===== config.mk =====
export PLATFORM = sky130hd
export DESIGN_NAME = seq_sign_multiplier
export DESIGN_NICKNAME = d
export VERILOG_FILES = /design/src/rtl/mult_pkg.sv /design/src/rtl/twos_complement.sv /design/src/rtl/seq_sign_multiplier.sv
export SDC_FILE = /design/constraint.sdc
export NUM_CORES = 1
export LEC_CHECK = 0
export ABC_CLOCK_PERIOD_IN_PS = 4200
export CAP_MARGIN = 5
export CORE_UTILIZATION = 50
export DETAILED_ROUTE_END_ITERATION = 7
export PLACE_DENSITY = 0.71
export SKIP_CTS_REPAIR_TIMING = 1
export SYNTH_ARGS = -nofsm -noshare
export SYNTH_HDL_FRONTEND = slang
export SYNTH_SLANG_ARGS = --single-unit

===== constraint.sdc =====
create_clock -name clk -period 4.2 [get_ports clk]
set_input_delay 0.42 -clock clk [delete_from_list [all_inputs] [get_ports clk]]
set_output_delay 0.42 -clock clk [all_outputs]
set_load 0.1 [all_outputs]

===== src/rtl/mult_pkg.sv =====
// Shared types and constants for the sequential signed multiplier.
// MULT_ZERO_EARLY_EN is consumed by seq_sign_multiplier, not here.
package mult_pkg;

  localparam int WORD_LENGTH_DEF = 16;
  localparam int CNT_W           = $clog2(WORD_LENGTH_DEF);

  typedef enum logic [2:0] {
    IDLE,
    LOAD,
    SHIFT,
    FIX,
    DONE
  } state_t;

endpackage


===== src/rtl/twos_complement.sv =====
// Combinational conditional negate: dout = neg ? -din : din (two's complement).
module twos_complement #(
  parameter int W = 16
) (
  input  logic         neg,
  input  logic [W-1:0] din,
  output logic [W-1:0] dout
);

  assign dout = neg ? (~din + W'(1)) : din;

endmodule


===== src/rtl/seq_sign_multiplier.sv =====
// Sequential signed shift-add multiplier: magnitudes are multiplied over WORD_LENGTH
// cycles, then the externally computed sign is applied. Option: MULT_ZERO_EARLY_EN.
module seq_sign_multiplier
  import mult_pkg::*;
#(
  parameter int WORD_LENGTH = WORD_LENGTH_DEF
) (
  input  logic                     clk,
  input  logic                     reset,
  input  logic                     start,
  input  logic [WORD_LENGTH-1:0]   multiplicand,
  input  logic [WORD_LENGTH-1:0]   multiplier,
  input  logic                     sign,
  output logic                     sign_enable,
  output logic                     busy,
  output logic                     ready,
  output logic [2*WORD_LENGTH-1:0] result
);

  localparam int W  = WORD_LENGTH;
  localparam int CW = $clog2(WORD_LENGTH);

  state_t          state;
  logic [2*W-1:0]  mcand;
  logic [W-1:0]    mplier;
  logic [2*W-1:0]  acc;
  logic [CW-1:0]   cnt;
  logic            sign_q;

  logic [W-1:0]    mag_a;
  logic [W-1:0]    mag_b;
  logic [2*W-1:0]  fix_val;

  // The most negative operand maps to 2^(W-1), which still fits as unsigned W bits.
  twos_complement #(.W(W)) u_mag_a (
    .neg  (multiplicand[W-1]),
    .din  (multiplicand),
    .dout (mag_a)
  );

  twos_complement #(.W(W)) u_mag_b (
    .neg  (multiplier[W-1]),
    .din  (multiplier),
    .dout (mag_b)
  );

  twos_complement #(.W(2*W)) u_fix (
    .neg  (sign_q),
    .din  (acc),
    .dout (fix_val)
  );

  always_ff @(posedge clk) begin
    if (!reset) begin
      state       <= IDLE;
      mcand       <= '0;
      mplier      <= '0;
      acc         <= '0;
      cnt         <= '0;
      sign_q      <= 1'b0;
      result      <= '0;
      sign_enable <= 1'b0;
      busy        <= 1'b0;
      ready       <= 1'b0;
    end else begin
      case (state)
        IDLE: begin
          if (start) begin
            state       <= LOAD;
            sign_enable <= 1'b1;
            busy        <= 1'b1;
          end
        end
        LOAD: begin
          mcand       <= {{W{1'b0}}, mag_a};
          mplier      <= mag_b;
          sign_q      <= sign;
          acc         <= '0;
          result      <= '0;
          cnt         <= CW'(W-1);
          sign_enable <= 1'b0;
`ifdef MULT_ZERO_EARLY_EN
          // A zero operand already has its final result (0) in place.
          if (multiplicand == '0 || multiplier == '0) begin
            state <= DONE;
            busy  <= 1'b0;
            ready <= 1'b1;
          end else begin
            state <= SHIFT;
          end
`else
          state       <= SHIFT;
`endif
        end
        SHIFT: begin
          if (mplier[0])
            acc <= acc + mcand;
          mcand  <= mcand << 1;
          mplier <= mplier >> 1;
          cnt    <= cnt - 1'b1;
          if (cnt == '0)
            state <= FIX;
        end
        FIX: begin
          result <= fix_val;
          state  <= DONE;
          busy   <= 1'b0;
          ready  <= 1'b1;
        end
        DONE: begin
          ready <= 1'b0;
          state <= IDLE;
        end
        default: begin
          state       <= IDLE;
          sign_enable <= 1'b0;
          busy        <= 1'b0;
          ready       <= 1'b0;
        end
      endcase
    end
  end

endmodule


==> run_results.csv <==
group,metric,value,unit
sta,finalCritPeriodShare,0.781,
worst_setup_path,startpoint,"acc[2]$_SDFFE_PN0P_",
placement,portBuffers,70,
logic_synthesis,syn_nets,946,
grt,grt_max_degree,81,
sta,fin_setup_tns,0,ns
placement,placed_area,7870,µm²
logic_synthesis,synth_top_area_cell,"dfxtp_1",
floorplanning,io_pins,71,
placement,dp_slack,0.936,ns
placement,gp_congestion,0.955,
sta,finalSetupViolCount,0,
logic_synthesis,synth_seq_cells,123,
logic_synthesis,synth_area_per_cell,8.05,µm²
floorplanning,initial_core_util,0.521,
grt,grt_pass1_wl,29100,µm
outcome,status,"complete, no violations",
routing,drt_iter0_markers,467,
floorplanning,core,13500,µm²
grt,grt_use_total,0.252,
logic_synthesis,synth_cell_types,49,
finish,nNetsFinal,995,
worst_setup_path,worstReg2RegEnd,"acc[31]$_SDFFE_PN0P_",
sta,rsz0062_at_grt,"false",
routing,drtAntennaViolNets,0,
grt,overflow,0,
finish,diodes,0,
sta,finalMaxSlewViolations,0,
clock_tree,cts_tree,"done",
worst_setup_path,worstPathRequired,4.51,ns
pwr,p_total,2.91,mW
finish,final_core_util,0.621,
placement,dp_hpwl,13000,µm
flow_run,cap_violations,0,
pwr,max-vdd-ir-drop,240,µV
logic_synthesis,ys.flop_type,"dfxtp_1",
finish,drive_above_1_share,0.0514,
min_path,hp-class,"register to register",
clock_tree,cts_root_buffer,"clkbuf_16",
sta,fmax,305,MHz
finish,fin_cells,1109,
routing,wirelength,17600,µm
worst_setup_path,end_kind,"register",
routing,drc,0,
clock_tree,clk_pin_slew,0.05,ns
sta,timing.final.ws_setup,0.921,ns
routing,vias,6509,
worst_setup_path,reg2reg_depth,11,
clock_tree,clock_latency,0.41,ns
floorplanning,die_y,121,µm
clock_tree,numCtsBuffers,17,
sta,slew_headroom,0.250,
finish,area_growth,19.3,%
routing,first_pass_iters,6,
worst_setup_path,cp.arrival,3.59,ns
logic_synthesis,yosysTopAreaCellShare,0.350,
grt,antenna_found_initial,0,
sta,finalCriticalPeriod,3.28,ns
routing,via_per_inst,5.87,
worst_setup_path,rr_startpoint,"acc[2]$_SDFFE_PN0P_",
finish,final_area,8390,µm²
sta,hold_violations,0,
logic_synthesis,yosysSeqAreaShare,0.350,
floorplanning,rows,42,
worst_setup_path,reg2reg_slack,0.92,ns
logic_synthesis,netlist_instances,874,
pwr,leakagePower,3.26,nW
floorplanning,dieWidth,121,µm
placement,placedCellCount,1080,
logic_synthesis,syn_area,7040,µm²
sta,worst_hold_slack,0.457,ns
floorplanning,dieArea,14600,µm²
sta,fin_skew,0.00594,ns
pwr,pwr_density_cell,347,nW/µm²
clock_tree,htree_levels,4,
worst_setup_path,worstSetupEndpoint,"acc[31]$_SDFFE_PN0P_",
grt,first_global_vias,5982,
clock_tree,cts_max_path_buffers,2,
logic_synthesis,ys_async_sr_fraction,0,
routing,wl_per_cell,15.8,µm
clock_tree,numClockSinks,123,
sta,worst_pin_slew,1.12,ns
logic_synthesis,synth-edff-count,0,
worst_setup_path,critPathMaxFanout,7,
logic_synthesis,yosys_warnings,0,
worst_setup_path,critical_path_class,"register to register",
logic_synthesis,yosys-top-cells-area,"dfxtp_1, xnor2_1, a22oi_1",
worst_setup_path,worstSetupStartpointType,"register",
power by group:
part	total (mW)	leakage, nW	switching (mW)	internal [mW]
Combinational	0.360	2.01	0.227	0.133
Sequential	1.24	0.995	0.0367	1.21
Clock	1.31	0.254	0.476	0.831
Total	2.91	3.26	0.740	2.17
cells in the mapped netlist (3+ instances only):
master    number
dfxtp_1      123
nand2_1       98
nor2_1        95
a22oi_1       70
a21oi_1       66
xnor2_1       63
o21ai_0       54
clkbuf_1      45
ha_1          35
nand3_1       25
xor2_1        20
a21o_1        19
inv_1         19
a31oi_1       15
o31ai_1       14
nor4_1         9
nor3_1         8
o41ai_1        8
nand2b_1       7
and3_1         6
nand4_1        6
or4_1          6
buf_1          5
nor2b_1        5
or3_1          5
a221oi_1       4
a211o_1        3
a211oi_1       3
a221o_2        3
mux2i_1        3
o21a_1         3
o21bai_1       3
o31a_1         3
worst min path at each step:
stage               slack, ns  depth (start not counted)               startpoint                       to
CTS                      0.46                          2   mplier[2]$_SDFFE_PN0P_   mplier[2]$_SDFFE_PN0P_
detailed placement       0.45                          2  result[30]$_SDFFE_PN0P_  result[30]$_SDFFE_PN0P_
global placement         0.44                          2  result[28]$_SDFFE_PN0P_  result[28]$_SDFFE_PN0P_
floorplan                0.43                          2   mplier[2]$_SDFFE_PN0P_   mplier[2]$_SDFFE_PN0P_
finish                   0.46                          2  result[30]$_SDFFE_PN0P_  result[30]$_SDFFE_PN0P_
global route             0.47                          2   mplier[2]$_SDFFE_PN0P_   mplier[2]$_SDFFE_PN0P_
logic make-up (layout without fill, tap and decap cells):
logic type	count (synthesis)	after routing	synth area share
adders and majority gates	36	36	0.0651
muxes	3	3	0.00427
and+or+nand+nor	277	277	0.174
xor gates and xnor gates	83	83	0.103
AOI/OAI and AO/OA	283	283	0.266
DFF	123	123	0.350
buffers and inverters	69	128	0.0368
routing by layer:
metal | routed length (µm) | GRT usage | vias to the layer above
met4 | 383 | 0.103 | 0
met2 | 7750 | 0.396 | 207
met3 | 940 | 0.0453 | 29
met1 | 8490 | 0.341 | 3012
li1 | - | - | 3261
met5 | 0 | 0 | -
worst max-delay path, cell delays in order (launching register included):
cell and delay [ns]:
dfxtp_1 0.48, ha_1 0.33, o21ai_1 0.26, nor3_2 0.08, a2111oi_4 0.38, o21ai_2 0.16, a221o_2 0.42, a221o_2 0.41
o21ai_2 0.20, mux2i_1 0.25, a211o_1 0.15, o21ai_1 0.05
layout make-up:
type | count | area (µm²)
clock inverters | 3 | 40.0
flip-flops and latches | 123 | 2460
multi-input cells | 682 | 4330
clock buffers | 26 | 479
well taps | 176 | 220
repair buffers | 80 | 788
fillers | 1180 | 5110
inverters | 19 | 71.3
state kept, by name, summed over array words and instances, names as in the netlist:
signal and cells:
mplier 16, mcand 32, result 32, sign_q 1, cnt 4, busy 1, sign_enable 1, ready 1
acc 32, state 3
cell usage in the layout (no fill, tap or decap), types with 4 or more instances in the layout:
cell             count
xnor2_1             63
clkbuf_1             7
nand3_1             25
or3_1                5
nand2_1             98
or4_1                6
xor2_1              20
nor3_1               7
a22oi_1             70
ha_1                35
clkbuf_16           17
inv_1               18
a21oi_1             66
buf_4                9
a221oi_1             4
nor4_1               9
nor2b_1              5
clkdlybuf4s50_1     70
o31ai_1             14
a21o_1              19
and3_1               6
nor2_1              93
nand4_1              6
dfxtp_1            123
o21ai_0             54
o41ai_1              8
a31oi_1             15
nand2b_1             7
Power figures use the tool's default switching activity.
